--- src/rtl/uart_pkg.sv ---
// Shared UART definitions: receiver state encoding, frame width and line idle level.
package uart_pkg;

  localparam int   DATA_BITS = 8;
  localparam logic IDLE_LVL  = 1'b1;

  typedef enum logic [2:0] {
    IDLE      = 3'd0,
    START     = 3'd1,
    DATA      = 3'd2,
    STOP      = 3'd3,
    WAIT_HIGH = 3'd4
  } rx_state_t;

  function automatic logic maj3(input logic a, input logic b, input logic c);
    return (a & b) | (a & c) | (b & c);
  endfunction

endpackage

--- src/rtl/uart_rx_sync.sv ---
// Two-flop synchroniser for asynchronous inputs; resets to all-ones (UART idle level).
module uart_rx_sync #(
  parameter int WIDTH = 1
) (
  input  logic             i_clk,
  input  logic             i_rst_n,
  input  logic [WIDTH-1:0] i_d,
  output logic [WIDTH-1:0] o_q
);

  logic [WIDTH-1:0] r_meta;
  logic [WIDTH-1:0] r_sync;

  always_ff @(posedge i_clk or negedge i_rst_n) begin
    if (!i_rst_n) begin
      r_meta <= '1;
      r_sync <= '1;
    end else begin
      r_meta <= i_d;
      r_sync <= r_meta;
    end
  end

  assign o_q = r_sync;

endmodule

--- src/rtl/uart_rx.sv ---
// 8N1 UART receiver with an inline F/BAUD divider and registered valid/frame_err strobes.
// Optional UART_RX_MAJORITY_EN: 2-of-3 vote over mid-1/mid/mid+1, deciding one cycle later.
module uart_rx
  import uart_pkg::*;
#(
  parameter int BAUD = 115200,
  parameter int F    = 50000000
) (
  input  logic                 clk,
  input  logic                 rst,
  input  logic                 rx,
  output logic [DATA_BITS-1:0] data,
  output logic                 valid,
  output logic                 frame_err,
  output logic                 busy
);

  localparam int CLKS_PER_BIT = F / BAUD;
  localparam int HALF_BIT     = CLKS_PER_BIT / 2;
  localparam int CNT_W        = $clog2(CLKS_PER_BIT);
  localparam int IDX_W        = $clog2(DATA_BITS);
`ifdef UART_RX_MAJORITY_EN
  localparam int START_DEC    = HALF_BIT;
`else
  localparam int START_DEC    = HALF_BIT - 1;
`endif
  localparam int BIT_DEC      = CLKS_PER_BIT - 1;

  if (CLKS_PER_BIT < 8) begin : g_div_check
    $error("uart_rx: CLKS_PER_BIT=%0d is below the minimum of 8", CLKS_PER_BIT);
  end

  rx_state_t            r_state, w_state_nxt;
  logic [CNT_W-1:0]     r_cnt, w_cnt_nxt;
  logic [IDX_W-1:0]     r_idx, w_idx_nxt;
  logic [DATA_BITS-1:0] r_shift, w_shift_nxt;
  logic [DATA_BITS-1:0] r_data, w_data_nxt;
  logic                 r_valid, w_valid_nxt;
  logic                 r_ferr, w_ferr_nxt;
  logic                 w_rx_s;
  logic                 w_bit;

  uart_rx_sync #(.WIDTH(1)) u_sync (
    .i_clk   (clk),
    .i_rst_n (rst),
    .i_d     (rx),
    .o_q     (w_rx_s)
  );

`ifdef UART_RX_MAJORITY_EN
  // Two previous rx_s samples; with the current one they cover mid-1..mid+1 at decision time.
  logic [1:0] r_hist;

  always_ff @(posedge clk or negedge rst) begin
    if (!rst) begin
      r_hist <= {2{IDLE_LVL}};
    end else begin
      r_hist <= {r_hist[0], w_rx_s};
    end
  end

  assign w_bit = maj3(r_hist[1], r_hist[0], w_rx_s);
`else
  assign w_bit = w_rx_s;
`endif

  always_ff @(posedge clk or negedge rst) begin
    if (!rst) begin
      r_state <= IDLE;
      r_cnt   <= '0;
      r_idx   <= '0;
      r_shift <= '0;
      r_data  <= '0;
      r_valid <= 1'b0;
      r_ferr  <= 1'b0;
    end else begin
      r_state <= w_state_nxt;
      r_cnt   <= w_cnt_nxt;
      r_idx   <= w_idx_nxt;
      r_shift <= w_shift_nxt;
      r_data  <= w_data_nxt;
      r_valid <= w_valid_nxt;
      r_ferr  <= w_ferr_nxt;
    end
  end

  always_comb begin
    w_state_nxt = r_state;
    w_cnt_nxt   = r_cnt + CNT_W'(1);
    w_idx_nxt   = r_idx;
    w_shift_nxt = r_shift;
    w_data_nxt  = r_data;
    w_valid_nxt = 1'b0;
    w_ferr_nxt  = 1'b0;

    case (r_state)
      IDLE: begin
        w_cnt_nxt = '0;
        if (w_rx_s != IDLE_LVL) begin
          w_state_nxt = START;
        end
      end
      START: begin
        if (r_cnt == CNT_W'(START_DEC)) begin
          w_cnt_nxt = '0;
          if (w_bit == IDLE_LVL) begin
            w_state_nxt = IDLE;
          end else begin
            w_state_nxt = DATA;
            w_idx_nxt   = '0;
          end
        end
      end
      DATA: begin
        if (r_cnt == CNT_W'(BIT_DEC)) begin
          w_cnt_nxt   = '0;
          w_shift_nxt = {w_bit, r_shift[DATA_BITS-1:1]};
          if (r_idx == IDX_W'(DATA_BITS - 1)) begin
            w_state_nxt = STOP;
          end else begin
            w_idx_nxt = r_idx + IDX_W'(1);
          end
        end
      end
      STOP: begin
        if (r_cnt == CNT_W'(BIT_DEC)) begin
          w_cnt_nxt = '0;
          if (w_bit == IDLE_LVL) begin
            w_data_nxt  = r_shift;
            w_valid_nxt = 1'b1;
            w_state_nxt = IDLE;
          end else begin
            w_ferr_nxt  = 1'b1;
            w_state_nxt = WAIT_HIGH;
          end
        end
      end
      WAIT_HIGH: begin
        // A held-low line (break) must return high before another start bit counts.
        w_cnt_nxt = '0;
        if (w_rx_s == IDLE_LVL) begin
          w_state_nxt = IDLE;
        end
      end
      default: begin
        w_cnt_nxt   = '0;
        w_state_nxt = IDLE;
      end
    endcase
  end

  assign data      = r_data;
  assign valid     = r_valid;
  assign frame_err = r_ferr;
  assign busy      = (r_state != IDLE);

endmodule
--- config.mk ---
export PLATFORM = sky130hd
export DESIGN_NAME = uart_rx
export DESIGN_NICKNAME = d
export VERILOG_FILES = /design/src/rtl/uart_pkg.sv /design/src/rtl/uart_rx_sync.sv /design/src/rtl/uart_rx.sv
export SDC_FILE = /design/constraint.sdc
export NUM_CORES = 1
export LEC_CHECK = 0
export BUFFER_PORTS_ARGS = -buffer_cell sky130_fd_sc_hd__buf_2
export CAP_MARGIN = 25
export CORE_MARGIN = 2
export CORE_UTILIZATION = 57
export CTS_BUF_LIST = sky130_fd_sc_hd__clkbuf_8 sky130_fd_sc_hd__clkbuf_16
export DETAILED_ROUTE_END_ITERATION = 10
export GPL_TIMING_DRIVEN = 0
export HOLD_SLACK_MARGIN = 0.15
export PLACE_DENSITY = 0.77
export REMOVE_ABC_BUFFERS = 1
export SLEW_MARGIN = 20
export SYNTH_ARGS = -nofsm -noshare
export SYNTH_HDL_FRONTEND = slang
export SYNTH_SLANG_ARGS = --single-unit
--- constraint.sdc ---
create_clock -name clk -period 2.5 [get_ports clk]
set_input_delay 0.375 -clock clk [delete_from_list [all_inputs] [get_ports clk]]
set_output_delay 0.375 -clock clk [all_outputs]
set_load 0.03 [all_outputs]
==> impl_metrics.ini <==
[worst_setup_path]
cp-start-kind = register
end_kind = register
worst-setup-path-type = reg -> reg
regToRegSetupSlack_ns = 0.32
critPathMaxStageDelay_ns = 0.44
crit_slowest_cell = or3_4
path_delay_family = simple AND/OR/NAND/NOR gates
reg2reg_depth = 6
path_buf_inv = 1
crit_chain = inv_1 -> ha_1 -> nand4b_1 -> or3_4 -> nor3_4 -> mux2_2
worstReg2RegEnd = r_shift[5]
regToRegStartpoint = r_cnt[1]
required_ns = 2.68
arrival_ns = 2.36
cp_max_fo = 8

[pwr]
power_density_nw_per_um2 = 614.5
p_leak_nw = 0.8584
peakVddDrop_mv = 0.5757
total_power_mw = 1.090

[detailed_routing]
drc = 0
wl_per_cell_um = 14.58
viasPerCell = 5.812
firstDrtPassIters = 4
vias = 1052
drtIter0Drc = 24
drt_wl_total_mm = 2.639
ant_nets = 0

[die]
dieHeight_um = 56.55
dieArea_um2 = 3198
coreArea_um2 = 2686
die_w_um = 56.55
start_util = 0.5859
row_count = 19
io_pins = 14

[clock_tree]
post_cts_buffers = 0
clk_pin_slew_worst_paths_ns = 0.07
clk_latency_ns = 0.29
clock-sinks = 35
cts_tree = built
cts_max_level = 2
cts_resized = 0
ctsRootBufferMaster = clkbuf_8
hold_buffers = 0
cts_inserted_buffers = 5
clockBufferDepth = 2

[sta]
hold_viol_final = 0
finalSetupTns_ns = 0
setup_viol = 0
worst_pin_slew_ns = 0.7423
slew_headroom = 0.5051
slew_viol_final = 0
period_share = 0.8735
fin_ws_ns = 0.3163
fin_crit_ns = 2.184
fmax_mhz = 457.9
rsz0062_at_grt = no
fin_skew_ns = 0.004037

[layout]
design_area_um2 = 1773
nNetsFinal = 157
layout-drive-gt1-share = 0.2933
area_growth_pct = 12.64
n_antenna_cell = 0

[place]
place.gp.congestion = 0.8775
place.port_buffers = 13
dpl_worst_slack_ns = 0.3375
dp_hpwl_mm = 1.856
place_area_um2 = 1660

[yosys]
syn_avg_cell_area_um2 = 11.92
synth-edff-count = 0
synthArstFlopShare = 1.000
syn_area_um2 = 1574
ys.flop_type = dfrtp_1
synth_most_common_cell = dfrtp_1
seq_area_frac_synth = 0.5580
synthCells = 132
synthTopCellsByCount = dfrtp_1, mux2_2, nor2_1
synth_area_leader_cell = dfrtp_1
yosysTopAreaCellShare = 0.5246
yosys_warnings = 0
yosysUniqueCellTypes = 33
synth_top_cells_by_area = dfrtp_1, mux2_2, ha_1, nor2_1, dfstp_2
ys_seq_elements = 35

[global_route]
grt_overflow = 0
grt_pass1_vias = 1075
grt_pass1_wl_mm = 4.567
antenna_found_initial = 0
track_usage = 0.1917
grt_max_degree = 36

[worst_hold_path]
min_path_type = in -> async

[run]
max-cap-violations = 0

[outcome]
status = finished clean
==> logic make-up (layout without fill, tap and decap cells) <==
group | after synthesis | after routing | share of synthesized area
compound gates | 13 | 13 | 0.05724
xor+xnor | 7 | 7 | 0.03895
fa+ha+maj | 5 | 5 | 0.03975
buf+inv | 8 | 26 | 0.02306
flops | 35 | 35 | 0.5580
mux | 17 | 17 | 0.1216
simple gates | 47 | 47 | 0.1614
==> how the worst max path moves through the flow <==
stage	start	end	slack (ns)	depth (start not counted)
6_report	r_cnt[1]	r_shift[5]	0.32	6
5_1_grt	r_cnt[1]	r_shift[5]	0.22	6
4_1_cts	r_cnt[1]	r_shift[5]	0.30	6
3_5_place_dp	r_cnt[1]	r_shift[5]	0.34	6
3_3_place_gp	r_cnt[1]	r_shift[4]	0.42	6
2_1_floorplan	r_cnt[1]	r_shift[0]	0.56	6
==> where the power goes <==
group          switching (mW)  internal [mW]
sequential            0.00158          0.569
clock                   0.210          0.297
combinational          0.0107        0.00134
total                   0.223          0.867
==> layer usage <==
layer | GRT usage | part of all wire
met5 | 0 | 0
met4 | 0.1361 | 0.026
met3 | 0.04839 | 0.043
met2 | 0.3073 | 0.50
met1 | 0.2222 | 0.43
==> cells in the final DEF, fill, tap and decap left out, types with 5 or more instances in the layout <==
cell type   n
inv_1       5
clkbuf_8    5
nor2_1     15
buf_2      13
ha_1        5
nand2_1     9
dfrtp_1    33
mux2_2     17
xnor2_1     5
==> layout make-up <==
class / instances / area, µm²
clock buffer: 5 / 68.82
clock inverter: 3 / 43.79
fill: 199 / 913.4
inverter: 5 / 18.77
multi-input combinational: 89 / 659.4
sequential: 35 / 878.3
tap: 31 / 38.79
timing repair buffer: 13 / 65.06
==> per-stage QoR <==
step / cells / hold slack (ns) / utilization
6_report: 181 / 0.1431 / 0.6600
5_1_grt: 181 / 0.1671 / 0.6600
4_1_cts: 181 / 0.1690 / 0.6600
3_5_place_dp: 173 / 0.3493 / 0.6181
3_3_place_gp: 173 / 0.3461 / 0.6181
2_1_floorplan: 129 / 0.07941 / -
==> state kept, by name (all words and copies together) (netlist names) <==
signal         count
r_idx              3
valid              1
r_shift            8
data               8
u_sync.o_q         1
r_state            3
r_cnt              9
frame_err          1
u_sync.r_meta      1
No activity file was read; power rests on OpenSTA's default activity.
